--- src/rtl/mem_arb_pkg.sv ---
// Shared types and defaults for the single-port RAM arbiter.
// Owner encoding, default sizes and the burst-counter width helper.
package mem_arb_pkg;

    typedef enum logic {
        OWN_CPU = 1'b0,
        OWN_EXT = 1'b1
    } owner_e;

    localparam int unsigned DEF_WIDTH    = 8;
    localparam int unsigned DEF_MAXBURST = 4;

    // Burst counter must hold MAXBURST and is never narrower than 3 bits.
    function automatic int unsigned cnt_width(input int unsigned maxburst);
        int unsigned w;
        w = $clog2(maxburst + 1);
        return (w < 3) ? 3 : w;
    endfunction

endpackage

--- src/rtl/mem_arb_pick.sv ---
// Next-owner policy for mem_arb.
// MEM_ARB_RR_EN selects round-robin; otherwise EXT priority with a burst limit.
module mem_arb_pick
    import mem_arb_pkg::*;
#(
    parameter int unsigned MAXBURST = DEF_MAXBURST,
    parameter int unsigned CNT_W    = 3
) (
    input  logic             owner_i,
    input  logic             cpu_pend_i,
    input  logic             ext_req_i,
`ifdef MEM_ARB_RR_EN
    input  logic             rr_ext_next_i,
`else
    input  logic [CNT_W-1:0] burst_cnt_i,
`endif
    output logic             next_owner_o
);

`ifdef MEM_ARB_RR_EN
    // Contention goes to whoever the pointer names; a lone requester always wins.
    always_comb begin
        next_owner_o = OWN_CPU;
        if (ext_req_i && cpu_pend_i) begin
            next_owner_o = rr_ext_next_i ? OWN_EXT : OWN_CPU;
        end else if (ext_req_i) begin
            next_owner_o = OWN_EXT;
        end
    end
`else
    // burst_cnt_i already includes the current EXT cycle.
    always_comb begin
        next_owner_o = OWN_CPU;
        if (ext_req_i) begin
            next_owner_o = OWN_EXT;
            if ((owner_i == OWN_EXT) && cpu_pend_i &&
                (burst_cnt_i >= CNT_W'(MAXBURST))) begin
                next_owner_o = OWN_CPU;
            end
        end
    end
`endif

endmodule

--- src/rtl/mem_arb.sv ---
// Two-master arbiter (CPU / external loader) in front of a single-port async-read RAM.
// Define MEM_ARB_RR_EN for round-robin arbitration instead of EXT priority with burst limit.
module mem_arb
    import mem_arb_pkg::*;
#(
    parameter int unsigned WIDTH    = DEF_WIDTH,
    parameter int unsigned MAXBURST = DEF_MAXBURST
) (
    input  logic             clk,
    input  logic             reset,
    input  logic             cpu_memread,
    input  logic             cpu_memwrite,
    input  logic [WIDTH-1:0] cpu_adr,
    input  logic [WIDTH-1:0] cpu_writedata,
    output logic [WIDTH-1:0] cpu_memdata,
    output logic             cpu_hold,
    input  logic             ext_req,
    input  logic             ext_we,
    input  logic [WIDTH-1:0] ext_adr,
    input  logic [WIDTH-1:0] ext_wdata,
    output logic [WIDTH-1:0] ext_rdata,
    output logic             ext_ack,
    output logic             ram_memwrite,
    output logic [WIDTH-1:0] ram_adr,
    output logic [WIDTH-1:0] ram_writedata,
    input  logic [WIDTH-1:0] ram_memdata
);

    owner_e owner_q, owner_d;
    logic   cpu_pend;
    logic   next_owner;

    assign cpu_pend = cpu_memread | cpu_memwrite;

`ifdef MEM_ARB_RR_EN
    logic rr_ext_next_q, rr_ext_next_d;

    // Pointer flips away from whichever side is served this cycle.
    always_comb begin
        rr_ext_next_d = rr_ext_next_q;
        if ((owner_q == OWN_EXT) && ext_req) begin
            rr_ext_next_d = 1'b0;
        end else if ((owner_q == OWN_CPU) && cpu_pend) begin
            rr_ext_next_d = 1'b1;
        end
    end

    always_ff @(posedge clk) begin
        if (!reset) begin
            rr_ext_next_q <= 1'b1;
        end else begin
            rr_ext_next_q <= rr_ext_next_d;
        end
    end
`else
    localparam int unsigned CNT_W = cnt_width(MAXBURST);

    logic [CNT_W-1:0] burst_cnt_q, burst_cnt_d;

    // Consecutive EXT cycles including the current one, saturating at MAXBURST.
    always_comb begin
        burst_cnt_d = '0;
        if (owner_q == OWN_EXT) begin
            burst_cnt_d = (burst_cnt_q >= CNT_W'(MAXBURST)) ? burst_cnt_q
                                                            : burst_cnt_q + CNT_W'(1);
        end
    end

    always_ff @(posedge clk) begin
        if (!reset) begin
            burst_cnt_q <= '0;
        end else begin
            burst_cnt_q <= burst_cnt_d;
        end
    end
`endif

    mem_arb_pick #(
`ifndef MEM_ARB_RR_EN
        .CNT_W        (CNT_W),
`endif
        .MAXBURST     (MAXBURST)
    ) u_pick (
        .owner_i      (owner_q),
        .cpu_pend_i   (cpu_pend),
        .ext_req_i    (ext_req),
`ifdef MEM_ARB_RR_EN
        .rr_ext_next_i(rr_ext_next_q),
`else
        .burst_cnt_i  (burst_cnt_d),
`endif
        .next_owner_o (next_owner)
    );

    always_ff @(posedge clk) begin
        if (!reset) begin
            owner_q <= OWN_CPU;
        end else begin
            owner_q <= owner_d;
        end
    end

    // RAM-side mux on the owner; reset kills every strobe so an in-flight EXT access aborts.
    always_comb begin
        owner_d       = owner_e'(next_owner);
        ram_adr       = cpu_adr;
        ram_writedata = cpu_writedata;
        ram_memwrite  = cpu_memwrite;
        cpu_hold      = 1'b0;
        ext_ack       = 1'b0;
        if (owner_q == OWN_EXT) begin
            ram_adr       = ext_adr;
            ram_writedata = ext_wdata;
            ram_memwrite  = ext_we & ext_req;
            ext_ack       = ext_req;
            cpu_hold      = 1'b1;
        end
        if (!reset) begin
            ram_memwrite = 1'b0;
            ext_ack      = 1'b0;
            cpu_hold     = 1'b0;
        end
    end

    assign cpu_memdata = ram_memdata;
    assign ext_rdata   = ram_memdata;

endmodule
--- config.mk ---
export PLATFORM = sky130hd
export DESIGN_NAME = mem_arb
export DESIGN_NICKNAME = d
export VERILOG_FILES = /design/src/rtl/mem_arb_pkg.sv /design/src/rtl/mem_arb_pick.sv /design/src/rtl/mem_arb.sv
export SDC_FILE = /design/constraint.sdc
export NUM_CORES = 1
export LEC_CHECK = 0
export BUFFER_PORTS_ARGS = -buffer_cell sky130_fd_sc_hd__buf_2
export CORE_UTILIZATION = 25
export CTS_CLUSTER_DIAMETER = 60
export DETAILED_ROUTE_END_ITERATION = 8
export PLACE_DENSITY = 0.77
export SYNTH_ARGS = -nofsm -noshare
export SYNTH_HDL_FRONTEND = slang
export SYNTH_SLANG_ARGS = --single-unit
--- constraint.sdc ---
create_clock -name clk -period 0.9 [get_ports clk]
set_input_delay 0.09 -clock clk [delete_from_list [all_inputs] [get_ports clk]]
set_output_delay 0.09 -clock clk [all_outputs]
set_load 0.005 [all_outputs]
* Word level (Yosys, flattened, before mapping)
Index checks and enable logic that the tools add are counted.
** Cells by class
- Divide/modulo/power cells :: 0
- Multiplexer cells :: 11
- Equal/unequal tests :: 0
- Magnitude comparators :: 2
- $add $sub $neg :: 1
- Reductions and logical operators :: 3
- $mul :: 0
- Shift-type cells :: 0
- Bitwise gates (word level) :: 2
** Operators by type and width (number)
- $mux 8 :: 2
- $mux 1 :: 7
- $ge 3x3->1 const B :: 2
- $mux 3 :: 2
- $add 3x1->3 const B :: 1
- $logic_and 1x1->1 :: 2
- $reduce_and 2->1 :: 1
- $and 1x1->1 :: 1
- $or 1x1->1 :: 1
** Word-level totals
- Memories :: 0
- ROM bits :: 0
- Bits in writable memories :: 0
- Bits in registers :: 4
- Logic and storage cells :: 21
- Bits in latches :: 0

* Longest topological paths before layout
- Word-level depth :: 6
- Gate-level depth with buffers :: 4

* Hierarchy
A second synthesis with hierarchy kept.
** Unflattened totals
- Cell total of the unflattened synthesis :: 62
- Area total of the unflattened synthesis :: 609.3 sq um
** By module, submodules not included
- mem_arb :: seq. area each 80.1 sq um, times used 1, cells each 60, area each 599.3 sq um
- mem_arb_pick :: seq. area each 0.0 sq um, times used 1, cells each 2, area each 10.0 sq um

* Worst setup path before layout
No wires, ideal clock.
- Path type :: flip-flop to flip-flop
- Start point :: register burst_cnt_q[0]
- End point :: register burst_cnt_q[1]
- Period minus slack after synthesis :: 0.927 ns
- Stages on the path, launching flop included :: 5
- Path slack :: -0.027 ns
- Arrival time :: 0.812 ns
- Path buffers :: 0
- Data required time :: 0.785 ns
- Setup time :: 0.115 ns
- Path through :: dfxtp_1 -> inv_1 -> ha_1 -> mux2i_1 -> nor2_1
** Between the ends
- Cells in the longest elaborated chain, start to end :: 3
- Elaborated cells on any way between the ends :: 4
- Those cells by class :: add/sub: 1; order compare: 1; mux: 2
** Ends and longest elaborated chain
- start: declaration :: line mem_arb.sv:58 : logic [CNT_W-1:0] burst_cnt_q, burst_cnt_d;
- start signal: assignment :: line mem_arb.sv:73 : burst_cnt_q <= burst_cnt_d;
- $add 3x1->3 or $ge 3x3->1 (tied branches) :: line mem_arb.sv:65, mem_arb.sv:64
- $mux 3 * :: line mem_arb.sv:64 : burst_cnt_d = (burst_cnt_q >= CNT_W'(MAXBURST)) ? burst_cnt_q
- $mux 3 * :: line mem_arb.sv:63 : if (owner_q == OWN_EXT) begin
Every way passes the cells marked *; elsewhere a longest branch is shown, timed or not.
A chain may end at the register's enable or synchronous reset.

* Worst setup path after layout
- Start point :: register owner_q
- End point :: output ram_adr[7]
** Between the ends
- Cells in the longest elaborated chain, start to end :: 1
** Ends and longest elaborated chain
- start: declaration :: line mem_arb.sv:29 : owner_e owner_q, owner_d;
- start signal: assignment :: line mem_arb.sv:99 : owner_q <= owner_d;
- $mux 8 :: line mem_arb.sv:111 : if (owner_q == OWN_EXT) begin
- end: declaration :: line mem_arb.sv:24 : output logic [WIDTH-1:0] ram_adr,
Every way passes these cells.

==> run metrics <==
Hold Vio Cnt, Final 0; DRT iter0 DRCs 8; drt wl/cell 12.59 um; status finished, violations left; Yosys Warn Count 0; largest net degree at the start of global routing 12; maximum clock path buffer count 2; Least-Margin Pin Slew 0.2177 ns; placed cell area 742.0 um2; share of layout cells above drive strength 1 90.20%; hold buffer count at CTS 0; antenna violations before repair 0; all-layer global routing usage 11.89%; Startpoint Class flop; met2 routed wirelength 851 um; vias in the first global route 504; max_slew headroom 85.47%; clk_lat worst skew 0.24 ns; Area Overhead vs Synth 77.88%; n_diodes 0; CTS tree built; Final #Nets 152; Final Max Slew Viols 0; Yosys top cell by area mux2_2; Post-Route M1 WL 612 um; via/cell ratio 4.287; Cells after DPL 124; Cell Area, Synth 520.5 um2; CTS root buf clkbuf_4; Vias 553; total of max-cap violations 0; WP data arrival 1.20 ns; met3 WL 141 um; Syn Area/Cell 9.295 um2; most common cell after layout, fill and taps aside buf_2; Clock Sinks 4; port bufs 56; CTS clk-pin slew, worst paths 0.04 ns; Leak 0.0004910 uW; io pins 81; failing checks negative setup slack; # rows 16; Starting Density 26.53%; RSZ-0062 raised after global routing true; commonest cells after routing, fill and taps aside buf_2, buf_6, mux2_2, mux2_4; Worst VDD drop 0.0005604 V; reg2reg setup slack -0.01 ns; fin crit share 143.4%; synth unique cells 16; TritonCTS buffer count 3; syn_nets 104; Fmax 774.6 MHz; H-tree levels 1; Die W 47.63 um; Max Clock Skew 0.005103 ns; GPL Wtd Cong 0.7355; Die ar. 2269 um2; post-layout min period 1.291 ns; post-route insts no fill 129; 1st-pass router iterations 4; worst slack, placed -0.1470 ns; Highest Signal Layer met4; DIE HEIGHT 47.63 um; Gate Count Post-Synth 56; pwr dens 829.4 nW/um2; first-pass GRT wire length 1.890 mm; crit-path max FO 10; DP HPWL 1.243 mm; Remaining Overflow, GRT 0; post-synth top area share 34.62%; Finish-stage setup viols 20; Yosys reg bits 4; final WL 1.624 mm; post-route ant nets 0; number of remaining DRC errors 0; kind of end point of the critical path output port; final worst slack -0.3910 ns; required time of the critical path 0.81 ns; top area cells in the synthesized netlist mux2_2, buf_4, dfxtp_1; Core ar. 1962 um2; sequential fraction of the synthesis area 15.38%; Hold Path Class in -> reg; post-route design area 925.9 um2; CP Class reg -> out
-- logic make-up (layout without fill, tap and decap cells) --
group	Yosys count	after routing	synth area share, %
flops	4	4	15.39
xor+xnor	1	1	1.683
fa+ha+maj	2	2	4.807
simple gates	8	8	6.970
buf+inv	21	67	29.57
compound gates	3	3	5.049
mux	17	17	36.54
-- flip-flops by register name (all words and copies together) (netlist names) --
signal,count
burst_cnt_q,3
owner_q,1
-- layer usage --
layer | GRT usage, % | up-vias
li1 | - | 262
met1 | 11.01 | 249
met2 | 24.11 | 40
met3 | 2.642 | 2
met4 | 5.556 | 0
met5 | 0 | -
-- cells in the mapped netlist, drive strengths merged --
library cell / n
a21boi: 1
and3: 1
xor2: 1
o211a: 1
nand2b: 1
buf: 18
o21ai: 1
ha: 2
nor2: 4
mux2i: 1
dfxtp: 4
nand3: 1
inv: 3
nand2: 1
mux2: 16
-- per-stage QoR --
stage                     TNS (ns)  power, uW  hold WS, ns  utilization, %
after floorplan                  0      358.4       0.2160               -
final                       -6.667      768.0      0.09080           47.19
after CTS                   -6.869      712.9      0.08825           40.50
after global placement      -2.007      455.7       0.1801           37.82
after global routing        -7.302      814.0      0.09340           47.19
after detailed placement    -2.252      462.0       0.1801           37.82
-- what timing repair did --
| action | 4_1_cts | 5_1_grt |
|---|---|---|
| endpoints found under the setup margin | 20 | 22 |
| setup buffers | 1 | 1 |
| resized for setup | 6 | 26 |
| endpoints found under the hold margin | 0 | 0 |
| gates cloned | 0 | 0 |
| pin swaps | 2 | 4 |
-- area by class of cell --
cell class | instances | area (um2)
Sequential cell | 4 | 91.34
Timing Repair Buffer | 61 | 394.1
Inverter | 3 | 13.76
Clock buffer | 3 | 22.52
Tap cell | 27 | 33.78
Fill cell | 201 | 1036
Multi-Input combinational cell | 31 | 370.4
-- final timing paths --
kind / startpoint / endpoint / cells after the start
worst min register to register: burst_cnt_q[1] / burst_cnt_q[1] / 2
worst max register to register: burst_cnt_q[1] / burst_cnt_q[1] / 4
worst max-delay path: owner_q / ram_adr[7] / 3
worst min-delay path: ext_req / owner_q / 2
-- critical path, cell delays in order, from the launching register on --
cell,delay (ns)
dfxtp_4,0.36
buf_12,0.14
mux2_2,0.33
buf_2,0.13
-- power breakdown --
part	internal [uW]	switching (uW)	total, uW
Clock	150	87.3	237
Combinational	231	115	346
Sequential	177	7.16	185
No activity file was read; power rests on OpenSTA's default activity.
